[config.mk]
export PLATFORM = sky130hd
export DESIGN_NAME = vend_controller
export DESIGN_NICKNAME = d
export VERILOG_FILES = /design/src/rtl/vend_pkg.sv /design/src/rtl/vend_timer.sv /design/src/rtl/vend_controller.sv
export SDC_FILE = /design/constraint.sdc
export NUM_CORES = 1
export LEC_CHECK = 0
export ABC_AREA = 1
export BUFFER_PORTS_ARGS = -buffer_cell sky130_fd_sc_hd__buf_2
export CORE_ASPECT_RATIO = 0.7
export CORE_MARGIN = 5
export CORE_UTILIZATION = 54
export CTS_CLUSTER_DIAMETER = 30
export CTS_CLUSTER_SIZE = 40
export DETAILED_ROUTE_END_ITERATION = 10
export GPL_TIMING_DRIVEN = 0
export PLACE_DENSITY = 0.86
export SKIP_CTS_REPAIR_TIMING = 1
export SLEW_MARGIN = 30
export SYNTH_ARGS = -nofsm -noshare
export SYNTH_HDL_FRONTEND = slang
export SYNTH_SLANG_ARGS = --single-unit
export TNS_END_PERCENT = 1
[constraint.sdc]
create_clock -name clk -period 2.25 [get_ports clk]
set_clock_uncertainty 0.15 [all_clocks]
set_input_delay 0.45 -clock clk [delete_from_list [all_inputs] [get_ports clk]]
set_output_delay 0.45 -clock clk [all_outputs]
set_load 0.02 [all_outputs]
[src/rtl/vend_pkg.sv]
// Shared types and constants for the vending controller: state encoding,
// coin denominations, default prices and coin-decoding helpers.
package vend_pkg;

  typedef enum logic [1:0] {
    ST_IDLE     = 2'd0,
    ST_CREDIT   = 2'd1,
    ST_DISPENSE = 2'd2,
    ST_CHANGE   = 2'd3
  } vend_state_t;

  localparam logic [7:0] COIN_5      = 8'd5;
  localparam logic [7:0] COIN_10     = 8'd10;
  localparam logic [7:0] COIN_25     = 8'd25;
  localparam logic [7:0] CHANGE_UNIT = 8'd5;

  localparam int DEF_PRICE0      = 50;
  localparam int DEF_PRICE1      = 65;
  localparam int DEF_PRICE2      = 75;
  localparam int DEF_PRICE3      = 100;
  localparam int DEF_MAX_CREDIT  = 100;
  localparam int DEF_DISP_CYCLES = 8;
  localparam int DEF_CHANGE_GAP  = 4;

  function automatic logic [7:0] coin_value(input logic [2:0] c);
    case (c)
      3'b001:  return COIN_5;
      3'b010:  return COIN_10;
      3'b100:  return COIN_25;
      default: return 8'd0;
    endcase
  endfunction

  // True when more than one coin line fires in the same cycle.
  function automatic logic coin_multi(input logic [2:0] c);
    return (c & (c - 3'd1)) != 3'd0;
  endfunction

endpackage

[src/rtl/vend_timer.sv]
// Loadable down-counter; o_done is high while the count sits at zero.
// Shared by the dispense window and the change-pulse spacing.
module vend_timer (
  input  logic       clk,
  input  logic       reset,
  input  logic       i_load,
  input  logic [7:0] i_value,
  output logic       o_done
);

  logic [7:0] r_count;

  always_ff @(posedge clk or posedge reset) begin
    if (reset) begin
      r_count <= 8'd0;
    end else if (i_load) begin
      r_count <= i_value;
    end else if (r_count != 8'd0) begin
      r_count <= r_count - 8'd1;
    end
  end

  assign o_done = (r_count == 8'd0);

endmodule

[src/rtl/vend_controller.sv]
// Coin-operated vending controller: accumulates credit, dispenses selected
// items, and pays back residual credit as spaced 5c change pulses.
module vend_controller
  import vend_pkg::*;
#(
  parameter int PRICE0      = DEF_PRICE0,
  parameter int PRICE1      = DEF_PRICE1,
  parameter int PRICE2      = DEF_PRICE2,
  parameter int PRICE3      = DEF_PRICE3,
  parameter int MAX_CREDIT  = DEF_MAX_CREDIT,
  parameter int DISP_CYCLES = DEF_DISP_CYCLES,
  parameter int CHANGE_GAP  = DEF_CHANGE_GAP
) (
  input  logic       clk,
  input  logic       reset,
  input  logic [2:0] coin_tick,
  input  logic       select_tick,
  input  logic [1:0] item_sel,
  input  logic       cancel_tick,
  output logic [7:0] credit,
  output logic       dispense,
  output logic [1:0] item_out,
  output logic       change_pulse,
  output logic       coin_reject,
  output logic       deny,
  output logic       busy
);

  localparam logic [7:0] L_DISP = 8'(DISP_CYCLES - 1);
  localparam logic [7:0] L_GAP  = 8'(CHANGE_GAP - 1);
  localparam logic [8:0] L_MAX  = 9'(MAX_CREDIT);

  vend_state_t r_state;
  logic [7:0]  r_credit;
  logic        r_dispense;
  logic [1:0]  r_item;
  logic        r_change_pulse;
  logic        r_coin_reject;
  logic        r_deny;
  logic        r_busy;

  logic [7:0]  w_price;
  logic [8:0]  w_sum;
  logic        w_active;
  logic        w_coin_any;
  logic        w_coin_accept;
  logic        w_coin_reject;
  logic        w_cancel_go;
  logic        w_sel_req;
  logic        w_sel_go;
  logic        w_deny;
  logic        w_tmr_load;
  logic [7:0]  w_tmr_value;
  logic        w_tmr_done;

  vend_timer u_timer (
    .clk     (clk),
    .reset   (reset),
    .i_load  (w_tmr_load),
    .i_value (w_tmr_value),
    .o_done  (w_tmr_done)
  );

  always_comb begin
    w_price = 8'(PRICE0);
    case (item_sel)
      2'd0:    w_price = 8'(PRICE0);
      2'd1:    w_price = 8'(PRICE1);
      2'd2:    w_price = 8'(PRICE2);
      default: w_price = 8'(PRICE3);
    endcase
  end

  // Event arbitration: cancel beats select, any coin suppresses select,
  // and a coin arriving with cancel is always handed back.
  always_comb begin
    w_active      = (r_state == ST_IDLE) || (r_state == ST_CREDIT);
    w_coin_any    = |coin_tick;
    w_sum         = {1'b0, r_credit} + {1'b0, coin_value(coin_tick)};
    w_coin_accept = w_active && w_coin_any && !coin_multi(coin_tick) &&
                    !cancel_tick && (w_sum <= L_MAX);
    w_coin_reject = w_coin_any && !w_coin_accept;
    w_cancel_go   = (r_state == ST_CREDIT) && cancel_tick;
    w_sel_req     = w_active && select_tick && !cancel_tick && !w_coin_any;
    w_sel_go      = w_sel_req && (r_credit >= w_price);
    w_deny        = w_sel_req && !w_sel_go;

    w_tmr_load  = 1'b0;
    w_tmr_value = L_GAP;
    if (w_cancel_go) begin
      w_tmr_load = 1'b1;
    end else if (w_sel_go) begin
      w_tmr_load  = 1'b1;
      w_tmr_value = L_DISP;
    end else if (w_tmr_done && ((r_state == ST_CHANGE) ||
                 ((r_state == ST_DISPENSE) && (r_credit != 8'd0)))) begin
      w_tmr_load = 1'b1;
    end
  end

  always_ff @(posedge clk or posedge reset) begin
    if (reset) begin
      r_state        <= ST_IDLE;
      r_credit       <= 8'd0;
      r_dispense     <= 1'b0;
      r_item         <= 2'd0;
      r_change_pulse <= 1'b0;
      r_coin_reject  <= 1'b0;
      r_deny         <= 1'b0;
      r_busy         <= 1'b0;
    end else begin
      r_coin_reject  <= w_coin_reject;
      r_deny         <= w_deny;
      r_change_pulse <= 1'b0;
      case (r_state)
        ST_IDLE, ST_CREDIT: begin
          if (w_cancel_go) begin
            r_state <= ST_CHANGE;
            r_busy  <= 1'b1;
          end else if (w_sel_go) begin
            r_state    <= ST_DISPENSE;
            r_credit   <= r_credit - w_price;
            r_item     <= item_sel;
            r_dispense <= 1'b1;
            r_busy     <= 1'b1;
          end else if (w_coin_accept) begin
            r_state  <= ST_CREDIT;
            r_credit <= w_sum[7:0];
          end
        end
        ST_DISPENSE: begin
          if (w_tmr_done) begin
            r_dispense <= 1'b0;
            if (r_credit != 8'd0) begin
              r_state <= ST_CHANGE;
            end else begin
              r_state <= ST_IDLE;
              r_busy  <= 1'b0;
            end
          end
        end
        ST_CHANGE: begin
          // Credit drops at the edge that ends each change pulse.
          if (r_change_pulse) begin
            r_credit <= (r_credit > CHANGE_UNIT) ? r_credit - CHANGE_UNIT : 8'd0;
            if (r_credit <= CHANGE_UNIT) begin
              r_state <= ST_IDLE;
              r_busy  <= 1'b0;
            end else if (w_tmr_done) begin
              r_change_pulse <= 1'b1;
            end
          end else if (w_tmr_done) begin
            r_change_pulse <= 1'b1;
          end
        end
        default: begin
          r_state <= ST_IDLE;
        end
      endcase
    end
  end

  assign credit       = r_credit;
  assign dispense     = r_dispense;
  assign item_out     = r_item;
  assign change_pulse = r_change_pulse;
  assign coin_reject  = r_coin_reject;
  assign deny         = r_deny;
  assign busy         = r_busy;

endmodule

Yosys cells after proc, flatten, opt, wreduce, memory -nomap -nowiden. Cells that the tools add are included.

Register bits: 25. Input port bits: 9. Logic and storage cells: 110.

Add/sub/neg operators: 5. Bitwise logic cells: 2. Muxes and demuxes: 37. Equal/unequal tests: 17. Reduce and logical (&&, ||, !) cells: 36. $lt $le $gt $ge: 4.

Operators with widths (count): 8-bit 2-to-1 mux (7); 7-bit one-hot mux with 3 select lines (1); 8-bit one-hot mux with 2 select lines (1); 8-bit nonzero test (2); 1-bit 2-to-1 mux (15); 5-bit one-hot mux with 3 select lines (1); 2-bit 2-to-1 mux (7); 1-bit logical AND (13); 4-bit AND reduction (3); 2-bit inequality test, second input constant (5); 8-bit by 8-bit adder with 9-bit output (1); 9-bit by 7-bit less-or-equal comparator with 1-bit output, second input constant (1); 8-bit greater-or-equal comparator (1); 8-bit by 3-bit greater-than comparator with 1-bit output, second input constant (1); 8-bit by 3-bit less-or-equal comparator with 1-bit output, second input constant (1); 8-bit logical NOT (1); 8-bit by 1-bit subtractor with 8-bit output, second input constant (1); 8-bit by 3-bit subtractor with 8-bit output, second input constant (1); 8-bit subtractor (1); 2-bit equality test, second input constant (3); 3-bit 2-to-1 mux (2); 3-bit inequality test, second input constant (2); 2-bit one-hot mux with 3 select lines (1); 2-bit nonzero test (3); 19 further kinds (26).

Logic depth before layout (Yosys ltp). Gate-level depths: netlist of run 1.

Depth after elaboration: 11. Mapped depth: 18. Depth with buffers taken out: 18.

Modules after synthesis. A second synthesis of run 1 with hierarchy kept.

Cell total of the unflattened synthesis: 391. Area total of the unflattened synthesis: 2633.8 um^2.

Modules (own cells, without submodules): vend_controller (instances 1, area an instance 2103.3 um^2, cells each 320); vend_timer (instances 1, area an instance 530.5 um^2, cells each 71).

Least setup slack after synthesis of run 1. No wires, ideal clock.

Path kind: input port to flip-flop. From: input port item_sel[0]. To: register r_state[1]. Data required time: 1976 ps. Cell stages on the path: 15. Library setup time: 124 ps. Data arrival time: 2255 ps. Path slack: -279 ps. Path through: inv_1 ha_1 ha_1 inv_1 fa_1 nand2_1 nand2_2 nand2_1 nand3_4 nand2_4 nand2_1 nor2_1 nand2_1 nand3_1 nand2_1.

Longest elaborated chain between the ends: 7.

RTL lines: start: declaration (RTL line vend_controller.sv:18) `input logic [1:0] item_sel,`; 2-bit equality test (tied with other cells) (RTL line vend_controller.sv:66) `case (item_sel)`; 7-bit one-hot mux with 3 select lines * (RTL line vend_controller.sv:66); 8-bit greater-or-equal comparator * (RTL line vend_controller.sv:85) `w_sel_go = w_sel_req && (r_credit >= w_price);`; 1-bit logical AND * (RTL line vend_controller.sv:85); 2-bit 2-to-1 mux (RTL line vend_controller.sv:120) `end else if (w_sel_go) begin`; 2-bit 2-to-1 mux (RTL line vend_controller.sv:117) `if (w_cancel_go) begin`; 2-bit one-hot mux with 3 select lines (RTL line vend_controller.sv:115) `case (r_state)`; end signal: assignment (RTL line vend_controller.sv:118) `r_state <= ST_CHANGE;`; end signal: assignment (RTL line vend_controller.sv:121) `r_state <= ST_DISPENSE;`; end signal: assignment (RTL line vend_controller.sv:127) `r_state <= ST_CREDIT;`; end: declaration (RTL line vend_controller.sv:33) `vend_state_t r_state;`.

Every way passes the cells marked *; elsewhere a longest branch is shown, timed or not. A chain may end at the register's enable or synchronous reset.

Worst setup path after layout of run 1.
From: input port item_sel[1]. To: register r_credit[3], in the netlist credit[3].

Longest elaborated chain between the ends: 7.

RTL lines: 2-bit equality test (tied with other cells) (RTL line vend_controller.sv:66); 7-bit one-hot mux with 3 select lines * (RTL line vend_controller.sv:66); 8-bit greater-or-equal comparator (RTL line vend_controller.sv:85); 1-bit logical AND (RTL line vend_controller.sv:85); 8-bit 2-to-1 mux (RTL line vend_controller.sv:120); 8-bit 2-to-1 mux (RTL line vend_controller.sv:117); 8-bit one-hot mux with 2 select lines (RTL line vend_controller.sv:115); end signal: assignment (RTL line vend_controller.sv:122) `r_credit <= r_credit - w_price;`; end signal: assignment (RTL line vend_controller.sv:128) `r_credit <= w_sum[7:0];`; end signal: assignment (RTL line vend_controller.sv:145) `r_credit <= (r_credit > CHANGE_UNIT) ? r_credit - CHANGE_UNIT : 8'd0;`; end: declaration (RTL line vend_controller.sv:34) `logic [7:0] r_credit;`.

Every way passes the cells marked *; elsewhere a longest branch is shown, timed or not. The select of a mux whose other input is x is not followed.

==> key figures, run 1 <==
Outcome
  • Status: complete, but fails checks
  • Failing checks: negative setup slack

Synth
  • Ys async rst share: 100%
  • Post-synthesis compound-gate area fraction: 4.90%
  • Synth Cell Area: 2530 sq um
  • Syn. warnings: 0
  • #FFs+latches synth: 25
  • Syn Nets: 421
  • Top cells by area, synth: dfrtp_1 25%, nand2_1 20%, ha_1 9.9%
  • Cells after Synth: 390
  • Largest family of logic cells by synthesized area: simple AND/OR/NAND/NOR gates
  • Share of the synthesized area in the top cell type: 24.8%
  • XOR/XNOR Fraction of Synth Area: 4.16%
  • Dominant cell type by area after synthesis: dfrtp_1
  • Synth unique cells: 33
  • Number of flops mapped to enable cells by yosys: 0
  • Post-synthesis simple-gate area fraction: a little over two fifths
  • Post-synthesis adder-cell area fraction: 11.5%
  • Post-synthesis mux area share: 0%
  • Predominant post-synthesis flop cell: dfrtp_1
  • Seq/Total Area, Yosys: 24.8%
  • Average cell area after synthesis: 6.48 sq um

STA
  • Slew headroom: 62.5%
  • Slew Limit Fails: 0
  • Fmax: 0.403 GHz
  • Least-Margin Pin Slew: around 0.56 ns
  • Tcrit/Tclk final: 110%
  • Final setup viols: 18
  • Final worst setup slack: -0.230 ns
  • Final setup TNS: -2.28 ns
  • RSZ-0062 raised after global routing: true
  • Clock period minus worst slack: about 2.5 ns
  • Final hold violations: 0

Cells and area
  • # diodes: 0
  • Layout Cells excl Fill: 482
  • Most common cell after layout, fill and taps aside: nand2_1
  • Commonest non-fill, non-tap cells in the layout: 119 x nand2_1, 58 x inv_1, 46 x nand3_1, 21 x dfrtp_1, 21 x buf_2
  • Area Overhead vs Synth: 20.6%
  • NumNets Final: 459
  • Layout cells sized above 1: 24.6%

Drt
  • Router iterations before antenna repair: 5
  • Wire per inst: 14.2 um
  • 1st-iter DRT viols: 276
  • Routed Antenna Nets: 0
  • DR vias: around 2,700
  • Drt total wl: a little under 7 mm
  • DRC: 0
  • Vias per inst: 5.50

CTS
  • Root Buffer: clkbuf_8
  • Total CTS buffers: 3
  • CTS tree: built
  • Clock sink count: 25
  • Clock Latency Late Sink: between 0.2 and 0.3 ns
  • Clock slew at reported path FFs: 0.09 ns
  • Maximum level of the CTS H-tree: 1
  • Clk buf depth: 2

Place
  • Gpl congestion: 0.975
  • I/O Buffers: 23
  • DPL Wire Length: 4.81 mm
  • Post-Place Cells: 468

Worst setup path
  • Most frequent CP cell: nand2_2
  • Slowest cell on the critical path: fa_2
  • Crit-path max cell delay: 0.41 ns
  • Startpoint types: input pin
  • Critical path class: in2reg
  • CP max FO: 8
  • Family with the most delay on the worst path: simple AND/OR/NAND/NOR gates
  • Crit path buf inv count: 4
  • FF-to-FF setup slack: -0.18 ns
  • WP data required: 2.31 ns
  • WP data arrival: 2.54 ns
  • Critical Path, Cell by Cell: buf_8 -> inv_4 -> ha_4 -> ha_4 -> inv_4 -> fa_2 -> nand2_2 -> nand2_2 -> nand2_2 -> nand3_4 -> nand2_8 -> inv_8 -> nor2_4 -> nand2_8 -> nand2_8 -> nand2_2 -> nand2_2
  • Crit end category: register

Floorplan
  • Core ar.: around 4400 sq um
  • Initial core utilization: 57.1%
  • Die ar.: 6170 sq um
  • Die width: a little over 90 um
  • Row count: 20
  • Io pins: 24
  • Die Span Y: just under 70 um

Run
  • Max_cap viols: 0

GRT
  • First-pass GRT wire length: 10.3 mm
  • Grt total ovfl: 0
  • Initial antenna violation count: 0
  • Vias in the first global route: 2,237
  • All-Layer GR Usage: roughly 21%
  • Largest net degree at the start of global routing: 26

Pwr
  • Sequential power share: 22.2%
  • P_sw: 2010 uW
  • Int Pwr: 1710 uW
  • Pwr dens: 1220 nW/um^2
  • Clock power frac: 7.6%
  • P_leak: around 0.0017 uW
  • Logic pwr share: 70.3%
  • Peak supply drop: 0.542 mV
  • Switching share of power: 53.9%

Hold path
  • Hold Path Class: in2async
power by group through the flow:
stage,Combinational [uW],Sequential (uW),Clock [uW]
floorplan,1700,855,0
global placement,2210,809,0
global route,2890,849,296
finish,2610,824,281
detailed placement,2260,816,0
CTS,2290,806,281
stage by stage:
stage          setup slack, ns  hold slack, ns  cell area (sq um)  total power, uW  utilization, %
2_1_floorplan           -0.175           0.327               2550             2560               -
3_3_place_gp            -0.532           0.300               2730             3010            61.7
3_5_place_dp            -0.570           0.307               2730             3080            61.7
4_1_cts                 -0.291           0.269               2780             3380            62.7
5_1_grt                 -0.319           0.103               3050             4040            68.8
6_report                -0.230          0.0500               3050             3720            68.8
kinds of logic after synthesis:
| kind of cell | after synthesis |
|---|---|
| AO/OA/AOI/OAI | 21 |
| XOR/XNOR | 12 |
| adder cells (fa/ha/maj) | 22 |
| buffers and inverters | 73 |
| flip-flops | 25 |
| AND/OR/NAND/NOR | 237 |
routing by layer:
layer / vias to the layer above / GRT usage [%] / routed length (um)
met5: - / 0 / 0
met4: 0 / 2.96 / 89
li1: 1302 / - / -
met1: 1209 / 29.6 / 3140
met2: 127 / 34.3 / 3060
met3: 12 / 3.56 / 550
synthesized netlist by cell type, types with 3 or more instances:
cell / n
nand2_1: 132
inv_1: 65
nand3_1: 50
dfrtp_1: 25
nor2_1: 23
ha_1: 20
o21ai_0: 8
nand2_2: 7
xor2_1: 7
nand4_1: 6
a21oi_1: 5
xnor2_1: 5
nand2_4: 4
buf_6: 3
inv_2: 3
nand3b_1: 3
nor3_1: 3
worst reg2reg max path: stages (launching register included):
cell and delay, ns:
dfrtp_2 0.41, buf_4 0.16, ha_4 0.14, inv_1 0.05, fa_2 0.41, inv_2 0.08, nand3_2 0.07, nand2_1 0.06
nand2_1 0.04, nand2_1 0.10, nand3_1 0.10, nand3_2 0.11, nand2_4 0.10, nand2_8 0.11, nand2_8 0.08, nand2_2 0.10
nand2_2 0.06
flip-flops by register name, indices dropped and copies added (netlist names):
register,flops
dispense,1
change_pulse,1
deny,1
u_timer.r_count,8
item_out,2
r_state,2
coin_reject,1
credit,8
busy,1
area by class of cell:
type | count | area, sq um
fillers | 369 | 1380
well taps | 55 | 68.8
multi-input cells | 293 | 1780
clock inverters | 1 | 5.00
plain buffers | 4 | 41.3
clock buffers | 3 | 41.3
flip-flops and latches | 25 | 631
inverters | 69 | 284
repair buffers | 32 | 203
worst paths after layout:
kind / startpoint / to / cells after the start
min in group clk: item_sel[0] / item_out[0] / 3
worst max register to register: credit[0] / credit[3] / 16
max in group asynchronous: reset / credit[0] / 2
worst min register to register: busy / busy / 2
worst min-delay path: reset / u_timer.r_count[3] / 2
worst max-delay path: item_sel[1] / credit[3] / 17
Power figures use the tool's default switching activity.
==> run 2, diff against run 1 <==
Settings changed: CORE_UTILIZATION 54 to 60, PLACE_DENSITY 0.86 to 0.9, SKIP_LAST_GASP set to 1.
Clock period 2.25 ns to 2.3 ns, I/O delays scaled along.
==> run 2 against run 1 <==
Against the previous run:
- the flow still finishes with violations (negative setup slack)
- worst setup slack better by 0.012 ns
- first-iteration DRC count up 37%
- non-clock buffer count increased by 5
- cell count rose by 0.21%
- sequential share of layout area is 0.28 points lower
- register-to-register slack worse by 0.02 ns
- via count is 7.3% higher
==> key figures, run 2 (synthesis gave the netlist of run 1 again) <==
Pwr
  • Switching share of power: 53.8% (-0.088 points)
  • Sequential power share: 21.4% (-0.8 points)
  • Logic pwr share: 71.4% (+1.1 points)
  • Clock power frac: 7.1% (-0.5 points)
  • Pwr dens: 1250 nW/um^2 (+2.2%)
  • Int Pwr: 1780 uW (+3.8%)
  • P_sw: 2080 uW (+3.5%)
  • P_leak: 0.00175 uW (+1.7%)
  • Total power: 3850 uW (+3.6%)
  • Peak supply drop: 0.856 mV (+58%)

Place
  • Gpl congestion: 0.956 (-2.0%)
  • I/O Buffers: 23 (unchanged)
  • Placed Area: 2730 sq um (-0.14%)
  • DPL Wire Length: 5.01 mm (+4.1%)

Floorplan
  • Die ar.: 5630 sq um (-8.7%)
  • Die Span Y: 64.3 um (-4.4%)
  • Core ar.: 3990 sq um (-9.8%)
  • Die width: 87.6 um (-4.6%)
  • Row count: 19 (-5.0%)
  • Io pins: 24 (unchanged)
  • Initial core utilization: 63.3% (+6.2 points)

Worst setup path
  • Worst r2r dst: credit[3]
  • FF-to-FF setup slack: -0.20 ns (-0.02 ns)
  • Crit end category: register
  • RR Startpoint: credit[6]
  • Critical path class: in2reg
  • Most frequent CP cell: nand2_1
  • WP data required: 2.37 ns (+0.06 ns)
  • WP data arrival: 2.58 ns (+0.04 ns)
  • Crit path buf inv count: 4 (unchanged)
  • Slowest cell on the critical path: ha_4
  • Family with the most delay on the worst path: simple AND/OR/NAND/NOR gates
  • Critical Path, Cell by Cell: buf_4 -> inv_2 -> ha_4 -> inv_1 -> ha_4 -> nand2_1 -> nor3_2 -> nand2_1 -> nand3_4 -> nand2_8 -> buf_8 -> nand2_2 -> nand3_1 -> nand2_1 -> nand3_1 -> nand2_1
  • FF-to-FF path depth: 12 (-4)
  • Startpoint types: input pin
  • CP max FO: 10 (+2)
  • Crit-path max cell delay: 0.30 ns (-0.11 ns)
  • CP Launch Point: item_sel[1]

GRT
  • First-pass GRT wire length: 10.8 mm (+4.7%)
  • Vias in the first global route: 2,366 (+5.8%)
  • Grt total ovfl: 0 (unchanged)
  • Initial antenna violation count: 0 (unchanged)
  • Met3 usage: 3.98% (+0.42 points)
  • Met1 Use GR: 35.0% (+5.4 points)
  • Most crowded layer after global routing: met2
  • All-Layer GR Usage: 23.8% (+3.0 points)
  • Largest net degree at the start of global routing: 26 (unchanged)
  • GR Layer Usage met2: 36.1% (+1.8 points)

Cells and area
  • Commonest non-fill, non-tap cells in the layout: 122 x nand2_1, 56 x inv_1, 45 x nand3_1, 21 x dfrtp_1
  • NumNets Final: 463 (+0.87%)
  • # diodes: 0 (unchanged)
  • Filler Cells Inserted: 273 (-26%)
  • Layout cells sized above 1: 25.5% (+0.93 points)
  • Final non-filler cell area: 3090 sq um (+1.4%)
  • Most common cell after layout, fill and taps aside: nand2_1
  • Area Overhead vs Synth: 22.3%

CTS
  • CTS tree: built
  • Clock Latency Late Sink: 0.28 ns (about the same)
  • Root Buffer: clkbuf_8
  • Clock sink count: 25 (unchanged)
  • Clk buf depth: 2 (unchanged)
  • Maximum level of the CTS H-tree: 1 (unchanged)
  • Total CTS buffers: 3 (unchanged)
  • Clock slew at reported path FFs: 0.10 ns (about the same)

STA
  • Final setup viols: 18 (unchanged)
  • Slew Limit Fails: 0 (unchanged)
  • Least-Margin Pin Slew: 0.603 ns (+0.0413 ns)
  • Final worst setup slack: -0.218 ns (+0.0119 ns)
  • Tcrit/Tclk final: 109%
  • Fmax: between 0.3 and 0.4 GHz
  • Clock period minus worst slack: around 2.5 ns
  • RSZ-0062 raised after global routing: true
  • Final hold violations: 0 (unchanged)
  • Slew headroom: 59.8% (-2.8 points)

Hold path
  • Hold Path Class: in2async

Outcome
  • Status: complete, but fails checks
  • Failing checks: negative setup slack

Drt
  • Wire per inst: 15.9 um (+12%)
  • Vias per inst: 5.89 (+7.1%)
  • Drt total wl: 7.70 mm (+13%)
  • DRC: 0 (unchanged)
  • 1st-iter DRT viols: 379 (+37%)
  • Router iterations before antenna repair: 6 (+1)
  • Routed Antenna Nets: 0 (unchanged)
  • DR vias: 2,844 (+7.3%)

Run
  • Max_cap viols: 0 (unchanged)
==> run 2: area by class of cell <==
type / count / area [sq um] / area share (%)
Timing Repair Buffer: 37 / 259 / 8.38
Inverter: 69 / 274 / 8.86
Sequential cell: 25 / 631 / 20.4
Tap cell: 52 / 65.1 / 2.10
Multi-Input combinational cell: 292 / 1770 / 57.3
Buffer: 4 / 45.0 / 1.46
Clock buffer: 3 / 41.3 / 1.34
Clock inverter: 1 / 5.00 / 0.162
==> run 2: how the worst max path moves through the flow <==
stage	end	slack [ns]	cells after the start
6_report	credit[3]	-0.22	16
5_1_grt	credit[3]	-0.28	17
4_1_cts	credit[1]	-0.29	19
3_5_place_dp	credit[1]	-0.58	19
3_3_place_gp	credit[3]	-0.49	19
2_1_floorplan	credit[1]	-0.14	16
==> run 2: layer usage <==
layer  share of wire [%]  vias to the layer above
met2                  43                      233
li1                    -                     1310
met1                  39                     1246
met4                 5.3                        0
met5                   0                        -
met3                  12                       55
==> run 2: worst register-to-register path: cells and delay by family (launching register included) <==
| family | cells | cell delay (ns) |
|---|---|---|
| and+or+nand+nor | 9 | 1.08 |
| adders and majority gates | 1 | 0.40 |
| buffers and inverters | 2 | 0.28 |
| DFF | 1 | 0.51 |
==> run 2: power groups by stage <==
| stage | logic (uW) | registers, uW | clock network (uW) |
|---|---|---|---|
| after floorplan | 1670 | 836 | 0 |
| after global placement | 2150 | 788 | 0 |
| after detailed placement | 2230 | 795 | 0 |
| after CTS | 2250 | 790 | 268 |
| after global routing | 2980 | 841 | 296 |
| final | 2750 | 826 | 275 |
==> run 2: through the flow <==
| step | instances | utilization (%) | hold slack, ns | setup TNS [ns] | worst slack (ns) |
|---|---|---|---|---|---|
| final | 483 | 77.4 | 0.0573 | -2.39 | -0.218 |
| after global routing | 483 | 77.4 | 0.121 | -4.00 | -0.285 |
| after CTS | 469 | 69.5 | 0.269 | -3.91 | -0.294 |
| after detailed placement | 465 | 68.3 | 0.317 | -10.36 | -0.576 |
| after global placement | 465 | 68.3 | 0.300 | -8.80 | -0.491 |
| after floorplan | 390 | - | 0.337 | -1.51 | -0.135 |
